`config.mk`:
```
export PLATFORM = sky130hd
export DESIGN_NAME = serial_adder
export DESIGN_NICKNAME = d
export VERILOG_FILES = /design/src/rtl/serial_adder.sv
export SDC_FILE = /design/constraint.sdc
export NUM_CORES = 1
export LEC_CHECK = 0
export CAP_MARGIN = 20
export CORE_MARGIN = 4
export CORE_UTILIZATION = 50
export CTS_CLUSTER_DIAMETER = 200
export DETAILED_ROUTE_END_ITERATION = 10
export MAX_ROUTING_LAYER = met4
export PLACE_DENSITY_LB_ADDON = 0.3
export SYNTH_ARGS = -nofsm -noshare
export SYNTH_HDL_FRONTEND = slang
export SYNTH_SLANG_ARGS = --single-unit
```
`constraint.sdc`:
```
create_clock -name clk -period 15.1 [get_ports clk]
set_input_delay 3.775 -clock clk [delete_from_list [all_inputs] [get_ports clk]]
set_output_delay 3.775 -clock clk [all_outputs]
set_load 0.005 [all_outputs]
```
`src/rtl/serial_adder.sv`:
```
// Digit-serial adder: adds two WIDTH-bit operands plus carry-in, DIGIT bits per
// clock, with a start/done handshake, registered carry-out and signed overflow.
module serial_adder #(
  parameter int WIDTH = 32,
  parameter int DIGIT = 4
) (
  input  logic             clk,
  input  logic             reset,
  input  logic             start,
  input  logic [WIDTH-1:0] A,
  input  logic [WIDTH-1:0] B,
  input  logic             Cin,
  output logic [WIDTH-1:0] S,
  output logic             Cout,
  output logic             ovf,
  output logic             busy,
  output logic             done
);

  // state | meaning
  // IDLE  | waiting for start; operands captured when start is seen
  // ADD   | one digit added per cycle, N cycles in total
  // DONE  | results valid, done pulses for this single cycle

  localparam int N  = WIDTH / DIGIT;
  localparam int CW = $clog2(N) + 1;

  typedef enum logic [1:0] {IDLE, ADD, DONE} state_t;

  state_t           state;
  logic [WIDTH-1:0] a_sh;
  logic [WIDTH-1:0] b_sh;
  logic [WIDTH-1:0] sum_sh;
  logic             carry;
  logic [CW-1:0]    count;

  logic [DIGIT:0]   dsum;
  logic [DIGIT-1:0] d;
  logic             c;
  logic [WIDTH-1:0] sum_next;
  logic             last;
  logic             ovf_next;

  assign dsum = {1'b0, a_sh[DIGIT-1:0]} + {1'b0, b_sh[DIGIT-1:0]} + {{DIGIT{1'b0}}, carry};
  assign d    = dsum[DIGIT-1:0];
  assign c    = dsum[DIGIT];

  // New digit enters at the top; after N steps the first digit sits at bit 0.
  assign sum_next = (sum_sh >> DIGIT) | (WIDTH'(d) << (WIDTH - DIGIT));
  assign last     = (count == CW'(N - 1));
  assign ovf_next = (a_sh[DIGIT-1] == b_sh[DIGIT-1]) && (d[DIGIT-1] != a_sh[DIGIT-1]);

  always_ff @(posedge clk or posedge reset) begin
    if (reset) begin
      state  <= IDLE;
      a_sh   <= '0;
      b_sh   <= '0;
      sum_sh <= '0;
      carry  <= 1'b0;
      count  <= '0;
      S      <= '0;
      Cout   <= 1'b0;
      ovf    <= 1'b0;
      busy   <= 1'b0;
      done   <= 1'b0;
    end else begin
      case (state)
        IDLE: begin
          done <= 1'b0;
          if (start) begin
            a_sh   <= A;
            b_sh   <= B;
            carry  <= Cin;
            count  <= '0;
            sum_sh <= '0;
            busy   <= 1'b1;
            state  <= ADD;
          end
        end
        ADD: begin
          a_sh   <= a_sh >> DIGIT;
          b_sh   <= b_sh >> DIGIT;
          sum_sh <= sum_next;
          carry  <= c;
          count  <= count + 1'b1;
          if (last) begin
            S     <= sum_next;
            Cout  <= c;
            ovf   <= ovf_next;
            busy  <= 1'b0;
            done  <= 1'b1;
            state <= DONE;
          end
        end
        DONE: begin
          done  <= 1'b0;
          state <= IDLE;
        end
        default: begin
          busy  <= 1'b0;
          done  <= 1'b0;
          state <= IDLE;
        end
      endcase
    end
  end

endmodule

```
==> results of run 1 <==
how the worst max path moves through the flow:
stage | start | to | cells after the start | slack [ns]
after global placement | start | b_sh[0] | 5 | 8.99
after detailed placement | start | b_sh[12] | 5 | 8.90
after CTS | start | a_sh[1] | 5 | 9.26
after floorplan | reset | Cout | 1 | 7.71
after global routing | start | a_sh[1] | 5 | 9.04
final | start | a_sh[1] | 5 | 9.24
cells by family after synthesis:
group / synth area share [%]
AO/OA/AOI/OAI: 20.28
flip-flops: 58.30
AND/OR/NAND/NOR: 8.033
buffers and inverters: 4.254
multiplexers: 7.428
XOR/XNOR: 0.1512
adder cells (fa/ha/maj): 1.555
metrics by stage:
| step | std cells | cell area [µm²] | total power [µW] |
|---|---|---|---|
| after detailed placement | 695 | 6835 | 1085 |
| final | 726 | 7465 | 1513 |
| after floorplan | 481 | 5794 | 907.0 |
| after global routing | 726 | 7465 | 1606 |
| after CTS | 726 | 7465 | 1526 |
| after global placement | 695 | 6835 | 1060 |
sequential cells by signal, indices dropped and copies added (netlist names):
register	count
sum_sh	28
carry	1
Cout	1
ovf	1
S	32
b_sh	32
state	2
done	1
busy	1
count	4
a_sh	32
final cells by class:
class / instances / area, µm² / area share (%)
flip-flops and latches: 135 / 3381 / 45.29
multi-input cells: 305 / 2183 / 29.25
repair buffers: 109 / 1076 / 14.41
clock buffers: 19 / 452.9 / 6.068
well taps: 143 / 178.9 / 2.397
clock inverters: 12 / 176.4 / 2.363
inverters: 3 / 16.27 / 0.2179
worst max-delay path: stages:
cell	delay [ns]
clkdlybuf4s50_1	0.96
nor2b_2	0.71
buf_4	0.38
a22oi_1	0.11
o21ai_0	0.22
power groups by stage:
stage          Clock [µW]  Combinational, µW  Sequential, µW
4_1_cts               440                473             614
6_report              435                466             611
5_1_grt               455                519             631
3_5_place_dp            0                468             617
3_3_place_gp            0                451             609
2_1_floorplan           0                319             588
cell usage after synthesis, types with 2 or more instances:
library cell	number	area share [%]
o21bai_1	2	0.26
a21boi_0	2	0.26
buf_2	17	1.5
inv_1	2	0.13
buf_6	6	1.2
nand2b_1	3	0.32
mux2_2	12	2.3
mux2_4	19	4.9
buf_4	7	0.91
ha_1	4	0.86
a21o_1	2	0.26
a22o_1	36	5.4
a211oi_1	2	0.26
a21oi_1	22	1.9
a22oi_1	45	5.8
clkbuf_1	7	0.45
nor2b_1	9	0.97
o31ai_1	3	0.39
o21ai_0	60	5.2
and2b_1	2	0.26
dfrtp_1	135	58
nand2_1	52	3.4
fa_1	2	0.69
and3b_1	12	1.8
layer usage:
layer | track usage, % | share of wire (%)
met4 | 6.574 | 1.6
met1 | 26.73 | 44
met5 | - | 0
met2 | 32.18 | 50
met3 | 4.700 | 5.1
==> results.yml, run 1 <==
pwr:
  p_per_area_nw_per_um2: 202.6
  p_leak_uw: 0.003356
  swShare_pct: 30.40
  p_comb_share_pct: 30.8
  p_int_uw: 1053
  p_clk_share_pct: 28.8
  net-switching-power_uw: 459.9
  pwr-share-seq_pct: 40.4
  peakVddDrop_v: 0.0001414
logic_synthesis:
  syn-num-nets: 555
  syn_area_um2: 5794
  synth_seq_cells: 135
  avgSynthCellArea_um2: 12.05
  ys_warn_count: 0
  synth-edff-count: 0
  synthFlopType: "dfrtp_1"
  syn_inst: 481
  ys_seq_area_share_pct: 58.30
  synth_cell_type_count: 42
  synthArstFlopShare_pct: 100.0
routing:
  ant_nets: 0
  vias_per_cell: 5.738
  drc_errors: 0
  finalWirelength_um: 12760
  vias: 4166
  wl_per_cell_um: 17.58
  detailedRoute.firstPassIterationCount: 5
  drtIter0Drc: 352
sta:
  hold_ws_ns: 0.4824
  finClkSkew_ns: 0.01401
  fin_crit_ns: 5.860
  period_share_pct: 38.81
  setup_slack_ns: 9.240
  slew_viol_final: 0
  fmax_mhz: 170.6
  setup_viol: 0
  setup-tns-final_ns: 0
  slew_headroom_pct: 35.23
  rsz0062_at_grt: "no"
  worstMarginPinSlew_ns: 0.9715
  hold_viol_final: 0
global_route:
  grt_max_degree: 89
  antenna_found_initial: 0
  overflow: 0
  track_usage_pct: 20.49
  grt_pass1_wl_um: 21020
  grt_pass1_vias: 4304
critical_path:
  r2r_slack_ns: 12.65
  critPathLaunchType: "primary input"
  crit_type: "primary input to flop"
  reg2reg_to: "S[30]"
  required_ns: 15.41
  crit_arrival_ns: 6.17
  cp_max_fo: 22
  setup.worst_path.end_class: "flop"
  reg2regPathDepth: 5
  timing.rr.start: "state[0]"
hold_path:
  hold_end: "b_sh[6]"
  min-delay-start: "b_sh[6]"
  holdPathStages: 2
  timing.hold.worst.class: "flop to flop"
final_layout:
  nNetsFinal: 645
  final_common_cell: "dfrtp_1"
  drive_gt1_share_pct: 13.04
  antenna_cells: 0
  fillCellCount: 866
  syn_to_final_growth_pct: 28.83
  final_core_util_pct: 65.65
  mostFrequentLayoutCells: "dfrtp_1 (133), clkdlybuf4s50_1 (103), o21ai_0 (60), nand2_1 (52), a22oi_1 (45)"
clocking:
  cts_setup_buffers: 0
  tritoncts: "done"
  insertion_delay_ns: 0.41
  path_clk_slew_ns: 0.06
  cts-root-buf: "clkbuf_16"
  cts_buffer_depth: 2
  clock-sinks: 135
  cts_buffers: 17
  cts.hold.buffers_added: 0
  post_cts_resized: 0
  cts_htree_levels: 4
floorplanning:
  initial_core_util_pct: 50.96
  die_h_um: 115.7
  die_width_um: 115.7
  io_pins: 104
  placementRows: 39
  core_um2: 11370
  die-area_um2: 13370
placed_design:
  io_buffers: 103
  gp_congestion: 0.8261
  pre_cts_ws_ns: 8.899
  dp_hpwl_um: 8082
job:
  cap_violations: 0
status:
  status: "finished clean"
(Power assumes the default switching activity.)
==> inputs of run 2 (changes only) <==
Settings changed: CORE_UTILIZATION 50 to 47.
Clock period 15.1 ns to 5.3 ns, I/O delays scaled along.
==> run 2 against run 1 <==
  * Cell count up 3.7%
  * Non-clock buffer count increased by 1
  * Die area is 5.9% higher
  * Sequential power grew to 2.9 times the previous value
  * Clock-buffer cell count decreased by 1
  * Hold slack worse by 0.0042 ns
  * Wire length barely moved
  * Sequential share of layout area decreased by 0.46 points
  * Sequential cell count unchanged
  * Critical path depth unchanged
  * Core utilization down 3.1 points
  * Critical path type unchanged
  * Critical endpoint unchanged
  * Largest cell class unchanged
  * Largest power group unchanged
==> results.yml, run 2 (same netlist as run 1, synthesis figures left out) <==
sta:
  slew_headroom_pct: 33.38
  period_share_pct: 62.99
  setup_viol: 0
  rsz0062_at_grt: "no"
  slew_viol_final: 0
  fin_crit_ns: 3.338
  worstMarginPinSlew_ns: 0.9994
  setup-tns-final_ns: 0
  fmax_mhz: 299.5
  finClkSkew_ns: 0.01075
  setup_slack_ns: 1.962
  hold_viol_final: 0
clocking:
  cts_setup_buffers: 0
  clock-sinks: 135
  cts_buffer_depth: 2
  cts-root-buf: "clkbuf_16"
  post_cts_resized: 0
  path_clk_slew_ns: 0.06
  cts_buffers: 17
  cts_htree_levels: 4
  cts.hold.buffers_added: 0
  tritoncts: "done"
  insertion_delay_ns: 0.41
floorplanning:
  die_h_um: 119.0
  io_pins: 104
  placementRows: 40
  core_um2: 12060
  initial_core_util_pct: 48.04
  die_width_um: 119.0
  die-area_um2: 14170
critical_path:
  slowest_delay_ns: 0.82
  crit_arrival_ns: 3.65
  crit_slowest_cell: "o21bai_4"
  critical-path-top-delay-family: "buffers and inverters"
  critPathLaunchType: "primary input"
  setup.worst_path.end_class: "flop"
  crit_buf_inv: 2
  crit_type: "primary input to flop"
  required_ns: 5.61
  cp_max_fo: 36
  cp_cell_sequence: "clkdlybuf4s50_1, o21bai_4, buf_4, nand2_1, o21ai_0"
pwr:
  p_int_uw: 2972
  p_per_area_nw_per_um2: 575.0
  net-switching-power_uw: 1365
  swShare_pct: 31.47
  pwr-share-seq_pct: 40.9
  p_comb_share_pct: 30.5
  peakVddDrop_v: 0.0003196
  p_leak_uw: 0.003377
  p_clk_share_pct: 28.6
final_layout:
  final_common_cell: "dfrtp_1"
  syn_to_final_growth_pct: 30.14
  mostFrequentLayoutCells: "dfrtp_1 (133), clkdlybuf4s50_1 (103), o21ai_0 (60), nand2_1 (52), a22oi_1 (45)"
  antenna_cells: 0
  largest_registers: "S x32, a_sh x32, b_sh x32"
  nNetsFinal: 646
  fillCellCount: 962
  drive_gt1_share_pct: 13.33
global_route:
  grt_max_degree: 114
  overflow: 0
  grt_pass1_wl_um: 21330
  grt_pass1_vias: 4269
  track_usage_pct: 19.15
  antenna_found_initial: 0
status:
  status: "finished clean"
placed_design:
  io_buffers: 103
  dp_hpwl_um: 8120
  pre_cts_ws_ns: 1.590
  gp_congestion: 0.8200
routing:
  detailedRoute.firstPassIterationCount: 5
  ant_nets: 0
  wl_per_cell_um: 16.96
  drc_errors: 0
  drtIter0Drc: 297
  vias_per_cell: 5.555
  finalWirelength_um: 12770
  vias: 4183
job:
  cap_violations: 0
hold_path:
  timing.hold.worst.class: "flop to flop"
-- run 2: changes by cell type in the layout (fill, tap and decap cells not counted) --
cell | before | now
clkinvlp_4 | 2 | 1
bufinv_16 | 4 | 3
clkbuf_8 | 2 | 1
buf_16 | 0 | 2
inv_6 | 1 | 6
clkinv_4 | 3 | 4
clkinv_2 | 3 | 0
buf_4 | 6 | 5
inv_8 | 0 | 1
-- run 2: power by group through the flow --
stage	sequential, µW	combinational (µW)	clock (µW)
5_1_grt	1840	1460	1310
3_5_place_dp	1790	1330	0
2_1_floorplan	1680	908	0
6_report	1780	1320	1240
3_3_place_gp	1770	1260	0
4_1_cts	1780	1340	1250
-- run 2: final cells by class --
cell class	instances	area [µm²]	area share (%)
clock buffer	18	439.2	5.824
clock inverter	14	187.7	2.489
inverter	3	16.27	0.2157
multi-input combinational	305	2183	28.95
sequential	135	3381	44.83
tap	168	210.2	2.787
timing repair buffer	110	1124	14.90
-- run 2: final timing paths --
path                          start       end  slack, ns  cells after the start
setup / recovery              start   a_sh[1]       1.96                      5
hold / removal             b_sh[15]  b_sh[15]       0.48                      2
setup reg to reg           state[0]   a_sh[1]       2.85                      5
hold reg to reg            b_sh[15]  b_sh[15]       0.48                      2
max in group asynchronous     reset  a_sh[19]       3.07                      4
min in group asynchronous     reset  a_sh[31]       1.20                      2
-- run 2: through the flow --
stage	instances	hold WS [ns]	utilization (%)	power, µW	area [µm²]
finish	753	0.4783	62.52	4336	7541
global route	753	0.5070	62.52	4602	7541
CTS	752	0.4835	62.29	4365	7513
detailed placement	720	0.4705	57.10	3112	6887
global placement	719	0.4618	56.87	3024	6859
floorplan	481	0.4502	-	2584	5794
-- run 2: per-layer routing --
layer	part of all wire [%]	track usage, %	up-vias
li1	-	-	1945
met1	44	26.17	2090
met2	49	29.39	138
met3	5.7	4.843	10
met4	0.96	3.838	0
met5	0	-	-
-- run 2: worst min-delay path: stages, from the launching register on --
cell and delay, ns:
dfrtp_1 0.34, nand2_1 0.04, o21ai_0 0.06
==> inputs of run 3 (changes only) <==
Clock period 5.3 ns to 2.9 ns, I/O delays scaled along.
==> run 3 against run 2 <==
  * Die area is the same
  * Clock-buffer cell count grew 1
  * Critical path type unchanged
  * Highest routed layer unchanged
  * Clock skew grew 0.0034 ns
  * Global-route usage grew 0.22 points
  * Sequential power grew 80%
  * Sequential cell count is the same
==> results.yml, run 3 (same netlist as run 1, synthesis figures left out) <==
global_route:
  grt_max_degree: 136
  track_usage_pct: 19.37
  grt_pass1_vias: 4267
  antenna_found_initial: 0
  overflow: 0
  grt_pass1_wl_um: 21420
clocking:
  path_clk_slew_ns: 0.06
  clock-sinks: 135
  cts_htree_levels: 4
  cts_buffer_depth: 2
  cts_buffers: 17
  cts_setup_buffers: 0
  tritoncts: "done"
  cts-root-buf: "clkbuf_16"
  post_cts_resized: 0
  cts.hold.buffers_added: 0
  insertion_delay_ns: 0.42
sta:
  period_share_pct: 72.99
  hold_ws_ns: 0.4765
  fmax_mhz: 472.4
  slew_viol_final: 0
  hold_viol_final: 0
  worstMarginPinSlew_ns: 0.7729
  finClkSkew_ns: 0.01410
  slew_headroom_pct: 48.47
  fin_crit_ns: 2.117
  setup_viol: 0
  setup-tns-final_ns: 0
  rsz0062_at_grt: "no"
floorplanning:
  core_um2: 12060
  initial_core_util_pct: 48.04
  placementRows: 40
  io_pins: 104
  die-area_um2: 14170
  die_width_um: 119.0
  die_h_um: 119.0
critical_path:
  crit_arrival_ns: 2.43
  setup.worst_path.end: "a_sh[0]"
  crit_type: "primary input to flop"
  critPathLaunch: "start"
  critPathLaunchType: "primary input"
  required_ns: 3.21
  crit_buf_inv: 2
  critical-path-top-delay-family: "buffers and inverters"
  slowest_delay_ns: 0.71
  cp_max_fo: 38
  crit_slowest_cell: "clkdlybuf4s50_1"
  cp_cell_sequence: "clkdlybuf4s50_1, nor2b_2, buf_4, a22oi_1, o21ai_0"
  reg2reg_to: "S[30]"
  reg2regPathDepth: 4
  critical_path_cell_count: 5
  setup.worst_path.end_class: "flop"
  timing.rr.start: "state[1]"
  r2r_slack_ns: 0.83
pwr:
  fin_total_pwr_uw: 7931
  p_leak_uw: 0.003373
  p_per_area_nw_per_um2: 1049
  peakVddDrop_v: 0.0004107
final_layout:
  regArea_um2: 3381
  final_common_cell: "dfrtp_1"
  drive_gt1_share_pct: 13.78
  multi_input_area_um2: 2183
  fillCellCount: 956
  largest_registers: "S x32, a_sh x32, b_sh x32"
  antenna_cells: 0
  nNetsFinal: 650
  mostFrequentLayoutCells: "dfrtp_1 (133), clkdlybuf4s50_1 (103), o21ai_0 (60), nand2_1 (52), a22oi_1 (45)"
  syn_to_final_growth_pct: 30.43
routing:
  drc_errors: 0
  ant_nets: 0
  detailedRoute.firstPassIterationCount: 5
  wl_per_cell_um: 16.80
  vias: 4167
  drtIter0Drc: 370
  finalWirelength_um: 12700
  vias_per_cell: 5.512
placed_design:
  gp_congestion: 0.8132
  dp_hpwl_um: 8312
  io_buffers: 103
job:
  cap_violations: 0
status:
  status: "finished clean"
hold_path:
  timing.hold.worst.class: "flop to flop"
==> run 3: changes by cell type in the layout (fill, tap and decap cells not counted), sizes merged <==
cell and delta:
clkinvlp +5, inv -7, buf +4, bufinv +1, clkbuf +1, clkinv -1
==> run 3: routing by layer <==
metal	global-route usage [%]	wire length (µm)	up-vias
met5	-	0	-
met4	5.286	148	0
met3	5.461	637	14
met2	29.42	6102	124
met1	25.75	5815	2078
li1	-	-	1951
==> run 3: report_power, final <==
part           internal, µW  switching [µW]
clock network          1480             796
logic                  1380            1080
registers              2660             539
==> run 3: worst min path at each step <==
stage	from	to	slack [ns]	depth (start not counted)
after floorplan	a_sh[15]	a_sh[15]	0.45	2
after global placement	b_sh[15]	b_sh[15]	0.46	2
after detailed placement	b_sh[25]	b_sh[25]	0.47	2
after CTS	a_sh[14]	a_sh[14]	0.48	2
after global routing	b_sh[6]	b_sh[6]	0.51	2
final	b_sh[25]	b_sh[25]	0.48	2
==> run 3: cell type report <==
type / instances / share of cell area (%)
sequential: 135 / 44.74
multi-input combinational: 305 / 28.89
timing repair buffer: 114 / 15.07
clock buffer: 19 / 5.993
tap: 168 / 2.781
clock inverter: 12 / 2.334
inverter: 3 / 0.1987
==> run 3: worst reg2reg max path, cell delays in order, from the launching register on <==
cell and delay, ns:
dfrtp_2 0.61, and3b_1 0.37, nand2_4 0.28, inv_2 0.32, mux2_2 0.37
==> run 3: stage by stage <==
step / utilization [%] / cells / area, µm² / worst slack (ns)
after floorplan: - / 481 / 5798 / 0.4958
after global placement: 57.44 / 725 / 6928 / 0.4761
after detailed placement: 57.44 / 725 / 6928 / 0.3654
after CTS: 62.66 / 756 / 7557 / 0.7924
after global routing: 62.66 / 756 / 7557 / 0.6393
final: 62.66 / 756 / 7557 / 0.7832
